### config.mk
export PLATFORM = sky130hd
export DESIGN_NAME = board_draw_sequencer
export DESIGN_NICKNAME = d
export VERILOG_FILES = /design/src/rtl/tetris_draw_pkg.sv /design/src/rtl/cell_palette.sv /design/src/rtl/up_counter.sv /design/src/rtl/board_draw_sequencer.sv
export SDC_FILE = /design/constraint.sdc
export NUM_CORES = 1
export LEC_CHECK = 0
export BUFFER_PORTS_ARGS = -buffer_cell sky130_fd_sc_hd__buf_2
export CORE_MARGIN = 1
export CORE_UTILIZATION = 40
export CTS_CLUSTER_SIZE = 30
export DETAILED_ROUTE_END_ITERATION = 8
export GPL_TIMING_DRIVEN = 0
export PLACE_DENSITY = 0.71
export SYNTH_ARGS = -nofsm -noshare
export SYNTH_HDL_FRONTEND = slang
export SYNTH_SLANG_ARGS = --single-unit
### constraint.sdc
create_clock -name CLOCK_50 -period 2 [get_ports CLOCK_50]
set_input_delay 0.1 -clock CLOCK_50 [delete_from_list [all_inputs] [get_ports CLOCK_50]]
set_output_delay 0.1 -clock CLOCK_50 [all_outputs]
set_load 0.01 [all_outputs]
### src/rtl/tetris_draw_pkg.sv
// Shared definitions for the board draw path: cell code width, palette, default geometry, FSM.
package tetris_draw_pkg;

    localparam int unsigned CODE_W = 3;

    localparam logic [8:0] PAL_0 = 9'h000;  // black (empty)
    localparam logic [8:0] PAL_1 = 9'h03F;  // cyan
    localparam logic [8:0] PAL_2 = 9'h1F8;  // yellow
    localparam logic [8:0] PAL_3 = 9'h104;  // purple
    localparam logic [8:0] PAL_4 = 9'h038;  // green
    localparam logic [8:0] PAL_5 = 9'h1C0;  // red
    localparam logic [8:0] PAL_6 = 9'h007;  // blue
    localparam logic [8:0] PAL_7 = 9'h1E0;  // orange

    localparam int unsigned COLS   = 10;
    localparam int unsigned ROWS   = 20;
    localparam int unsigned CELL_W = 64;
    localparam int unsigned CELL_H = 24;

    typedef enum logic [2:0] {
        StIdle,
        StAddr,
        StLatch,
        StStart,
        StWait,
        StNext,
        StDone
    } draw_state_e;

endpackage

### src/rtl/cell_palette.sv
// Combinational map from a 3-bit cell code to its 9-bit RRRGGGBBB colour.
module cell_palette
    import tetris_draw_pkg::*;
(
    input  logic [CODE_W-1:0] code_i,
    output logic [8:0]        color_o
);

    always_comb begin
        color_o = PAL_0;
        unique case (code_i)
            3'd0: color_o = PAL_0;
            3'd1: color_o = PAL_1;
            3'd2: color_o = PAL_2;
            3'd3: color_o = PAL_3;
            3'd4: color_o = PAL_4;
            3'd5: color_o = PAL_5;
            3'd6: color_o = PAL_6;
            3'd7: color_o = PAL_7;
            default: color_o = PAL_0;
        endcase
    end

endmodule

### src/rtl/up_counter.sv
// Loadable up-counter; load has priority over increment.
module up_counter #(
    parameter int unsigned Width = 4
) (
    input  logic             clk_i,
    input  logic             rst_ni,
    input  logic             load_i,
    input  logic [Width-1:0] load_val_i,
    input  logic             en_i,
    output logic [Width-1:0] q_o
);

    logic [Width-1:0] cnt_q, cnt_d;

    always_comb begin
        cnt_d = cnt_q;
        if (load_i) begin
            cnt_d = load_val_i;
        end else if (en_i) begin
            cnt_d = cnt_q + Width'(1);
        end
    end

    always_ff @(posedge clk_i or negedge rst_ni) begin
        if (!rst_ni) begin
            cnt_q <= '0;
        end else begin
            cnt_q <= cnt_d;
        end
    end

    assign q_o = cnt_q;

endmodule

### src/rtl/board_draw_sequencer.sv
// Walks the playfield RAM and issues one box-draw command per cell, waiting on box_done.
// Optional SKIP_UNCHANGED_EN: skip cells whose code matches the last drawn value.
module board_draw_sequencer #(
    parameter int unsigned COLS     = tetris_draw_pkg::COLS,
    parameter int unsigned ROWS     = tetris_draw_pkg::ROWS,
    parameter int unsigned CELL_W   = tetris_draw_pkg::CELL_W,
    parameter int unsigned CELL_H   = tetris_draw_pkg::CELL_H,
    parameter logic [9:0]  X_ORIGIN = 10'd0,
    parameter logic [8:0]  Y_ORIGIN = 9'd0
) (
    input  logic       CLOCK_50,
    input  logic       resetn,
    input  logic       refresh,
    output logic [7:0] rd_addr,
    input  logic [2:0] rd_data,
    output logic       box_start,
    output logic [9:0] box_x0,
    output logic [8:0] box_y0,
    output logic [8:0] box_color,
    input  logic       box_done,
    output logic       busy,
    output logic       frame_done
);
    import tetris_draw_pkg::*;

    localparam int unsigned ColW = $clog2(COLS);
    localparam int unsigned RowW = $clog2(ROWS);

    draw_state_e state_q, state_d;
    logic [7:0]  addr_q, addr_d;
    logic [9:0]  x_q, x_d;
    logic [8:0]  y_q, y_d;
    logic [8:0]  color_q, color_d;
    logic        pending_q, pending_d;
    logic [8:0]  pal_color;
    logic [ColW-1:0] col_q;
    logic [RowW-1:0] row_q;
    logic        col_load, col_en, row_load, row_en;
    logic        last_cell;

`ifdef SKIP_UNCHANGED_EN
    logic [CODE_W-1:0] shadow_q [ROWS*COLS];
    logic              shadow_valid_q, shadow_valid_d;
    logic              shadow_we;
`endif

    cell_palette u_palette (
        .code_i  (rd_data),
        .color_o (pal_color)
    );

    up_counter #(.Width(ColW)) u_col_cnt (
        .clk_i      (CLOCK_50),
        .rst_ni     (resetn),
        .load_i     (col_load),
        .load_val_i ('0),
        .en_i       (col_en),
        .q_o        (col_q)
    );

    up_counter #(.Width(RowW)) u_row_cnt (
        .clk_i      (CLOCK_50),
        .rst_ni     (resetn),
        .load_i     (row_load),
        .load_val_i ('0),
        .en_i       (row_en),
        .q_o        (row_q)
    );

    assign last_cell = (col_q == ColW'(COLS - 1)) && (row_q == RowW'(ROWS - 1));

    always_comb begin
        state_d   = state_q;
        addr_d    = addr_q;
        x_d       = x_q;
        y_d       = y_q;
        color_d   = color_q;
        // Requests arriving mid-frame merge into one follow-up frame.
        pending_d = pending_q | (refresh && (state_q != StIdle));
        col_load  = 1'b0;
        col_en    = 1'b0;
        row_load  = 1'b0;
        row_en    = 1'b0;
`ifdef SKIP_UNCHANGED_EN
        shadow_valid_d = shadow_valid_q;
        shadow_we      = 1'b0;
`endif
        unique case (state_q)
            StIdle: begin
                if (refresh || pending_q) begin
                    col_load  = 1'b1;
                    row_load  = 1'b1;
                    addr_d    = '0;
                    x_d       = X_ORIGIN;
                    y_d       = Y_ORIGIN;
                    pending_d = 1'b0;
                    state_d   = StAddr;
                end
            end
            StAddr: state_d = StLatch;
            StLatch: begin
`ifdef SKIP_UNCHANGED_EN
                if (shadow_valid_q && (rd_data == shadow_q[addr_q])) begin
                    state_d = StNext;
                end else begin
                    shadow_we = 1'b1;
                    color_d   = pal_color;
                    state_d   = StStart;
                end
`else
                color_d = pal_color;
                state_d = StStart;
`endif
            end
            StStart: state_d = StWait;
            StWait: begin
                if (box_done) begin
                    state_d = StNext;
                end
            end
            StNext: begin
                if (last_cell) begin
                    state_d = StDone;
                end else begin
                    addr_d = addr_q + 8'd1;
                    if (col_q != ColW'(COLS - 1)) begin
                        col_en = 1'b1;
                        x_d    = x_q + 10'(CELL_W);
                    end else begin
                        col_load = 1'b1;
                        row_en   = 1'b1;
                        x_d      = X_ORIGIN;
                        y_d      = y_q + 9'(CELL_H);
                    end
                    state_d = StAddr;
                end
            end
            StDone: begin
`ifdef SKIP_UNCHANGED_EN
                shadow_valid_d = 1'b1;
`endif
                state_d = StIdle;
            end
            default: state_d = StIdle;
        endcase
    end

    always_ff @(posedge CLOCK_50 or negedge resetn) begin
        if (!resetn) begin
            state_q   <= StIdle;
            addr_q    <= '0;
            x_q       <= '0;
            y_q       <= '0;
            color_q   <= '0;
            pending_q <= 1'b0;
        end else begin
            state_q   <= state_d;
            addr_q    <= addr_d;
            x_q       <= x_d;
            y_q       <= y_d;
            color_q   <= color_d;
            pending_q <= pending_d;
        end
    end

`ifdef SKIP_UNCHANGED_EN
    always_ff @(posedge CLOCK_50 or negedge resetn) begin
        if (!resetn) begin
            shadow_valid_q <= 1'b0;
        end else begin
            shadow_valid_q <= shadow_valid_d;
        end
    end

    // Shadow contents need no reset: shadow_valid gates every use.
    always_ff @(posedge CLOCK_50) begin
        if (shadow_we) begin
            shadow_q[addr_q] <= rd_data;
        end
    end
`endif

    assign rd_addr    = addr_q;
    assign box_x0     = x_q;
    assign box_y0     = y_q;
    assign box_color  = color_q;
    assign box_start  = (state_q == StStart);
    assign frame_done = (state_q == StDone);
    assign busy       = (state_q != StIdle) && (state_q != StDone);

endmodule
==> results.md, run 1 <==
- Final TNS setup: 0 ns
- Inst Count DP: 338
- GP Congestion: 0.727
- Initial antenna violation count: 0
- CTS Root Cell: clkbuf_8
- IO Port Bufs: 35
- Crit path from: u_col_cnt.q_o[0]
- Count of unique library cells instantiated by Yosys: 43
- R2R setup slack: 0.12 ns
- Crit Path Max Fanout: 8
- Post-Synthesis Cell Area: 2150 um^2
- Max-cap violations: 0
- Post-route clock period utilization: 93.8%
- H-Tree Depth: 2
- Worst skew pair latency: 0.29 ns
- Die width: 75.4 um
- Avg WL per Cell: 12.5 um
- DRC viols: 0
- Relative slew margins: 45.2%
- Ys async rst share: 100%
- Core Area: 5140 um^2
- Dominant synthesized flop cell: dfrtp_1
- Reg-to-reg endpoint: box_x0[8]
- Number of flops mapped to enable cells by yosys: 0
- Nets: 294
- TritonRoute pass-1 iters: 4
- First-pass GRT wire length: 7510 um
- CP Capture Point: box_x0[8]
- P&R area growth vs syn: 22.2%
- Fin cells: 349
- Diodes inserted: 0
- Number of cells on the worst reg-to-reg path: 7
- Filler cells: 512
- Max-slew violation count: 0
- Post-Synthesis Cells: 225
- Number of synthesized register bits: 37
- Vias: 1,722
- Final wirelength: 4380 um
- Largest net degree at the start of global routing: 38
- Remaining Overflow, GRT: 0
- CTS tree: done
- Post-synth top area cell: dfrtp_1
- Num CTS Buffers: 5
- Final setup skew: 0.00468 ns
- Maximum VDD drop: 0.662 mV
- FMAX: 0.533 GHz
- ANT nets after route: 0
- Setup violators final: 0
- Run status: finished clean
- Hold Path Class: primary input to register
- Vias in the first global route: 1,671
- Post-synthesis sequential area ratio: 43.0%
- RR Startpoint: u_col_cnt.q_o[0]
- CP startpoint kind: register
- Pwr dens: 1120 nW/um^2
- RSZ-0062 raised after global routing: yes
- Vias per cell: 4.93
- Clk buf depth: 2
- Fraction of final layout cells sized beyond drive strength 1: 25.8%
- Die ar.: 5680 um^2
- Ports: 46
- Dominant cells by area after synthesis: dfrtp_1, mux2i_1, ha_1
- DP HPWL: 3160 um
- Worst Path Required: 2.21 ns
- Fin. Hold Viols: 0
- Starting Density: 41.9%
- Commonest non-fill, non-tap cells in the layout: buf_2, dfrtp_1, nor2_1
- Clk slew on worst S/H paths: 0.08 ns
- # clock sinks: 37
- Worst Path Arrival: 2.08 ns
- Static leakage: 1.27 nW
- Die Height: 75.4 um
- All-Layer GR Usage: 17.5%
- Syn Area/Cell: 9.56 um^2
- Rows: 26
- Top cell type's share of synthesized area: 43.0%
- Slew of the pin with the lowest slew margin: 0.821 ns
- Initial DRC count: 114
- Commonest non-fill, non-tap cell in the layout: buf_2
- Crit Path Class: register to register
- Syn. warnings: 0
- Setup crit end kind: register
- Final min period: 1.88 ns
[report_power, final]
group | switching [mW] | internal [mW] | leakage [nW]
logic | 0.730 | 0.521 | 0.727
registers | 0.121 | 0.895 | 0.489
clock network | 0.277 | 0.405 | 0.0574
[flip-flops by register name (all words and copies together) (netlist names)]
| register | flops |
|---|---|
| box_color | 6 |
| box_x0 | 4 |
| box_y0 | 6 |
| pending_q | 1 |
| rd_addr | 8 |
| state_q | 3 |
| u_col_cnt.q_o | 4 |
| u_row_cnt.q_o | 5 |
[metal layers]
metal  part of all wire, %  GRT usage (%)  vias up
met5                     0              0        -
met4                   1.3           4.94        0
met3                   6.0           4.89        6
met2                    47           28.7       45
met1                    46           22.9      809
li1                      -              -      862
[cells by family after synthesis]
family	Yosys count	synth area share [%]
fa+ha+maj	9	5.23
flops	37	43.0
simple gates	92	22.4
compound gates	26	8.02
other cells	1	0.174
xor+xnor	12	4.88
mux	17	7.96
buf+inv	31	8.31
[worst max-delay path: stages, from the launching register on]
cell and delay [ns]:
dfrtp_1 0.43, ha_1 0.23, and3b_1 0.18, clkbuf_4 0.18, a32oi_2 0.24, clkdlybuf4s15_2 0.29
nand2b_1 0.08, mux2i_1 0.16
[metrics by stage]
| step | util (%) | hold slack, ns | total power, mW | cell area [um^2] | setup WS (ns) |
|---|---|---|---|---|---|
| CTS | 50.1 | 0.0628 | 2.92 | 2570 | 0.0815 |
| floorplan | - | -0.196 | 1.86 | 2180 | 0.305 |
| global placement | 47.6 | 0.255 | 2.19 | 2440 | 0.155 |
| detailed placement | 47.6 | 0.259 | 2.23 | 2440 | 0.101 |
| global route | 51.2 | 0.0783 | 3.19 | 2630 | -0.00230 |
| finish | 51.2 | 0.0583 | 2.95 | 2630 | 0.124 |
[worst min path at each step]
stage,start,slack [ns],cells past startpoint,endpoint
after floorplan,resetn,-0.20,0,box_color[1]
after global placement,resetn,0.25,1,u_col_cnt.q_o[0]
after detailed placement,resetn,0.26,1,box_y0[3]
after CTS,refresh,0.06,3,pending_q
after global routing,refresh,0.08,3,pending_q
final,refresh,0.06,3,pending_q
[synth_stat cells, types with 2 or more instances]
| library cell | n |
|---|---|
| nor4_1 | 5 |
| and3b_1 | 2 |
| nand3_1 | 6 |
| o31ai_1 | 3 |
| nand4_1 | 4 |
| xnor2_1 | 6 |
| ha_1 | 9 |
| buf_4 | 13 |
| nor4b_1 | 3 |
| nand3b_1 | 3 |
| nand2b_1 | 7 |
| nand2_1 | 20 |
| o21ai_0 | 4 |
| or3_1 | 4 |
| nor2_1 | 25 |
| inv_1 | 6 |
| xor2_1 | 6 |
| a21oi_1 | 10 |
| or4_1 | 2 |
| mux2i_1 | 16 |
| dfrtp_1 | 37 |
| and2_1 | 4 |
| buf_2 | 5 |
| nor3_1 | 2 |
| clkbuf_1 | 5 |
[timing repair]
item,in CTS,in global routing
setup buffers,0,1
endpoints found under the setup margin,0,11
resized for setup,0,8
hold buffers,1,0
endpoints found under the hold margin,37,0
[layout make-up]
cell class	instances	area (um^2)	share of cell area [%]
multi-input combinational	165	1110	42.2
buffer	25	161	6.14
timing repair buffer	38	204	7.75
tap	70	87.6	3.33
clock inverter	2	37.5	1.43
inverter	6	22.5	0.856
clock buffer	6	82.6	3.14
sequential	37	926	35.2
Power figures use the tool's default switching activity.
==> run 2: changes to the inputs <==
--- a/config.mk
+++ b/config.mk
@@ -7,11 +7,11 @@
 export LEC_CHECK = 0
 export BUFFER_PORTS_ARGS = -buffer_cell sky130_fd_sc_hd__buf_2
 export CORE_MARGIN = 1
-export CORE_UTILIZATION = 40
+export CORE_UTILIZATION = 50
 export CTS_CLUSTER_SIZE = 30
 export DETAILED_ROUTE_END_ITERATION = 8
 export GPL_TIMING_DRIVEN = 0
-export PLACE_DENSITY = 0.71
+export PLACE_DENSITY = 0.83
 export SYNTH_ARGS = -nofsm -noshare
 export SYNTH_HDL_FRONTEND = slang
 export SYNTH_SLANG_ARGS = --single-unit
==> run 2 against run 1 <==
  * Final area shrank 4.4%
  * Global-route usage increased by 2.2 points
  * Cell count down 6.9%
  * First-iteration DRC count down 43%
  * Worst setup slack better by 0.010 ns
  * Count of clock-buffer cells in the layout fell by 1
  * Combinational power shrank 5%
  * Clock skew is 0.0013 ns lower
  * Sequential cell count did not move
==> results.md, run 2 (same netlist as run 1, synthesis figures left out) <==
- Run status: finished clean
- RSZ-0062 raised after global routing: no
- ANT nets after route: 0
- Clk buf depth: 2
- Crit path setup slack, layout: 0.134 ns
- Crit path max-delay cell type: dfrtp_1
- Initial antenna violation count: 0
- Clk slew on worst S/H paths: 0.07 ns
- Final TNS setup: 0 ns
- Static leakage: 1.24 nW
- H-Tree Depth: 2
- Power share of the clock group: 17.5%
- CTS tree: done
- DRC viols: 0
- Worst hold margin: 0.0591 ns
- Relative slew margins: 44.8%
- Sw power: 1.06 mW
- Worst skew pair latency: 0.28 ns
- Logic pwr share: 44.4%
- Nets: 292
- Worst Path Arrival: 2.07 ns
- Dpl ws: 0.0763 ns
- Final wirelength: 4140 um
- Largest net degree at the start of global routing: 38
- Sequential cell area: 926 um^2
- Crit Path Max Fanout: 10
- Core Area: 4060 um^2
- DP HPWL: 3050 um
- Inst Count DP: 318
- CTS Root Cell: clkbuf_8
- CP top delay family: simple AND/OR/NAND/NOR gates
- # clock sinks: 37
- Num CTS Buffers: 5
- Vias in the first global route: 1,521
- Pwr dens: 1060 nW/um^2
- Avg WL per Cell: 12.7 um
- Sw Ratio: 39.6%
- Fraction of final layout cells sized beyond drive strength 1: 23.3%
- P&R area growth vs syn: 16.9%
- Diodes inserted: 0
- First-pass GRT wire length: 6630 um
- Rows: 23
- Hold Path Class: primary input to register
- Die width: 67.6 um
- Filler cells: 350
- Ports: 46
- Slew of the pin with the lowest slew margin: 0.829 ns
- Crit Path Class: register to register
- Fin. Hold Viols: 0
- Worst Path Required: 2.20 ns
- Remaining Overflow, GRT: 0
- Die Height: 67.6 um
- Max-slew violation count: 0
- Seq pwr share: 38.1%
- Setup violators final: 0
- All-Layer GR Usage: 19.7%
- Post-route clock period utilization: 93.3%
- Final Util: 62.0%
- Starting Density: 53.0%
- FMAX: 0.536 GHz
- IO Port Bufs: 35
- Final setup skew: 0.00340 ns
- Vias: 1,708
- Die ar.: 4570 um^2
- Multi-input gate area: 1080 um^2
- Largest stage delay, worst path: 0.41 ns
- Initial DRC count: 65
- Maximum VDD drop: 0.585 mV
- Commonest non-fill, non-tap cells in the layout: buf_2, dfrtp_1, nor2_1
- Max-cap violations: 0
- Most frequent cell on the critical path: buf_4
- GP Congestion: 0.778
- TritonRoute pass-1 iters: 5
- CP startpoint kind: register
- Commonest non-fill, non-tap cell in the layout: buf_2
- Final min period: 1.87 ns
- Vias per cell: 5.26
- Critical path buffer and inverter count: 3
- Fin cells: 325
- CP cell instances: inv_1 -> ha_1 -> and3b_1 -> buf_4 -> a32oi_1 -> buf_4 -> or3_1 -> a21oi_1
- Max reg flops: 8
- Setup crit end kind: register
- Int Power: 1.62 mW
-- run 2: timing repair --
item                                    4_1_cts  5_1_grt
hold buffers                                  1        0
buffers inserted                              0        0
endpoints found under the hold margin        37        0
endpoints found under the setup margin        0        4
gates resized for setup                       0        5
-- run 2: path summary, 6_finish.rpt --
kind / start / to / slack [ns] / cells past startpoint
max reg2reg: u_col_cnt.q_o[1] / box_y0[6] / 0.13 / 8
min in group asynchronous: resetn / box_y0[3] / 0.46 / 2
max in group asynchronous: resetn / box_color[1] / 1.02 / 2
min reg2reg: pending_q / pending_q / 0.50 / 2
max: u_col_cnt.q_o[1] / box_y0[6] / 0.13 / 8
min: refresh / pending_q / 0.06 / 3
-- run 2: per-layer routing --
metal | up-vias | track usage, % | wire [um]
met5 | - | 0 | 0
met4 | 0 | 7.45 | 62
met3 | 6 | 4.90 | 144
met2 | 30 | 31.3 | 2000
met1 | 813 | 25.5 | 1930
li1 | 859 | - | -
-- run 2: stage by stage --
stage               power [mW]  instance area, um^2
CTS                       2.69                 2500
global route              2.89                 2510
detailed placement        2.21                 2420
global placement          2.18                 2420
floorplan                 1.86                 2180
finish                    2.67                 2510
-- run 2: area by class of cell --
type	instances	share of cell area, %
multi-input combinational	165	43.1
sequential	37	36.8
timing repair buffer	36	7.36
buffer	25	6.42
clock buffer	5	2.74
tap	50	2.49
inverter	6	0.896
clock inverter	1	0.199
-- run 2: power groups by stage --
stage / Clock [mW] / Sequential, mW / Combinational, mW
after detailed placement: 0 / 1.03 / 1.18
after global routing: 0.515 / 1.04 / 1.34
after global placement: 0 / 1.03 / 1.15
final: 0.468 / 1.02 / 1.19
after CTS: 0.483 / 1.02 / 1.19
after floorplan: 0 / 1.06 / 0.806
-- run 2: tightest hold or removal path, cell delays in order --
cell	delay [ns]
buf_2	0.08
nor2_1	0.04
nor2_1	0.08
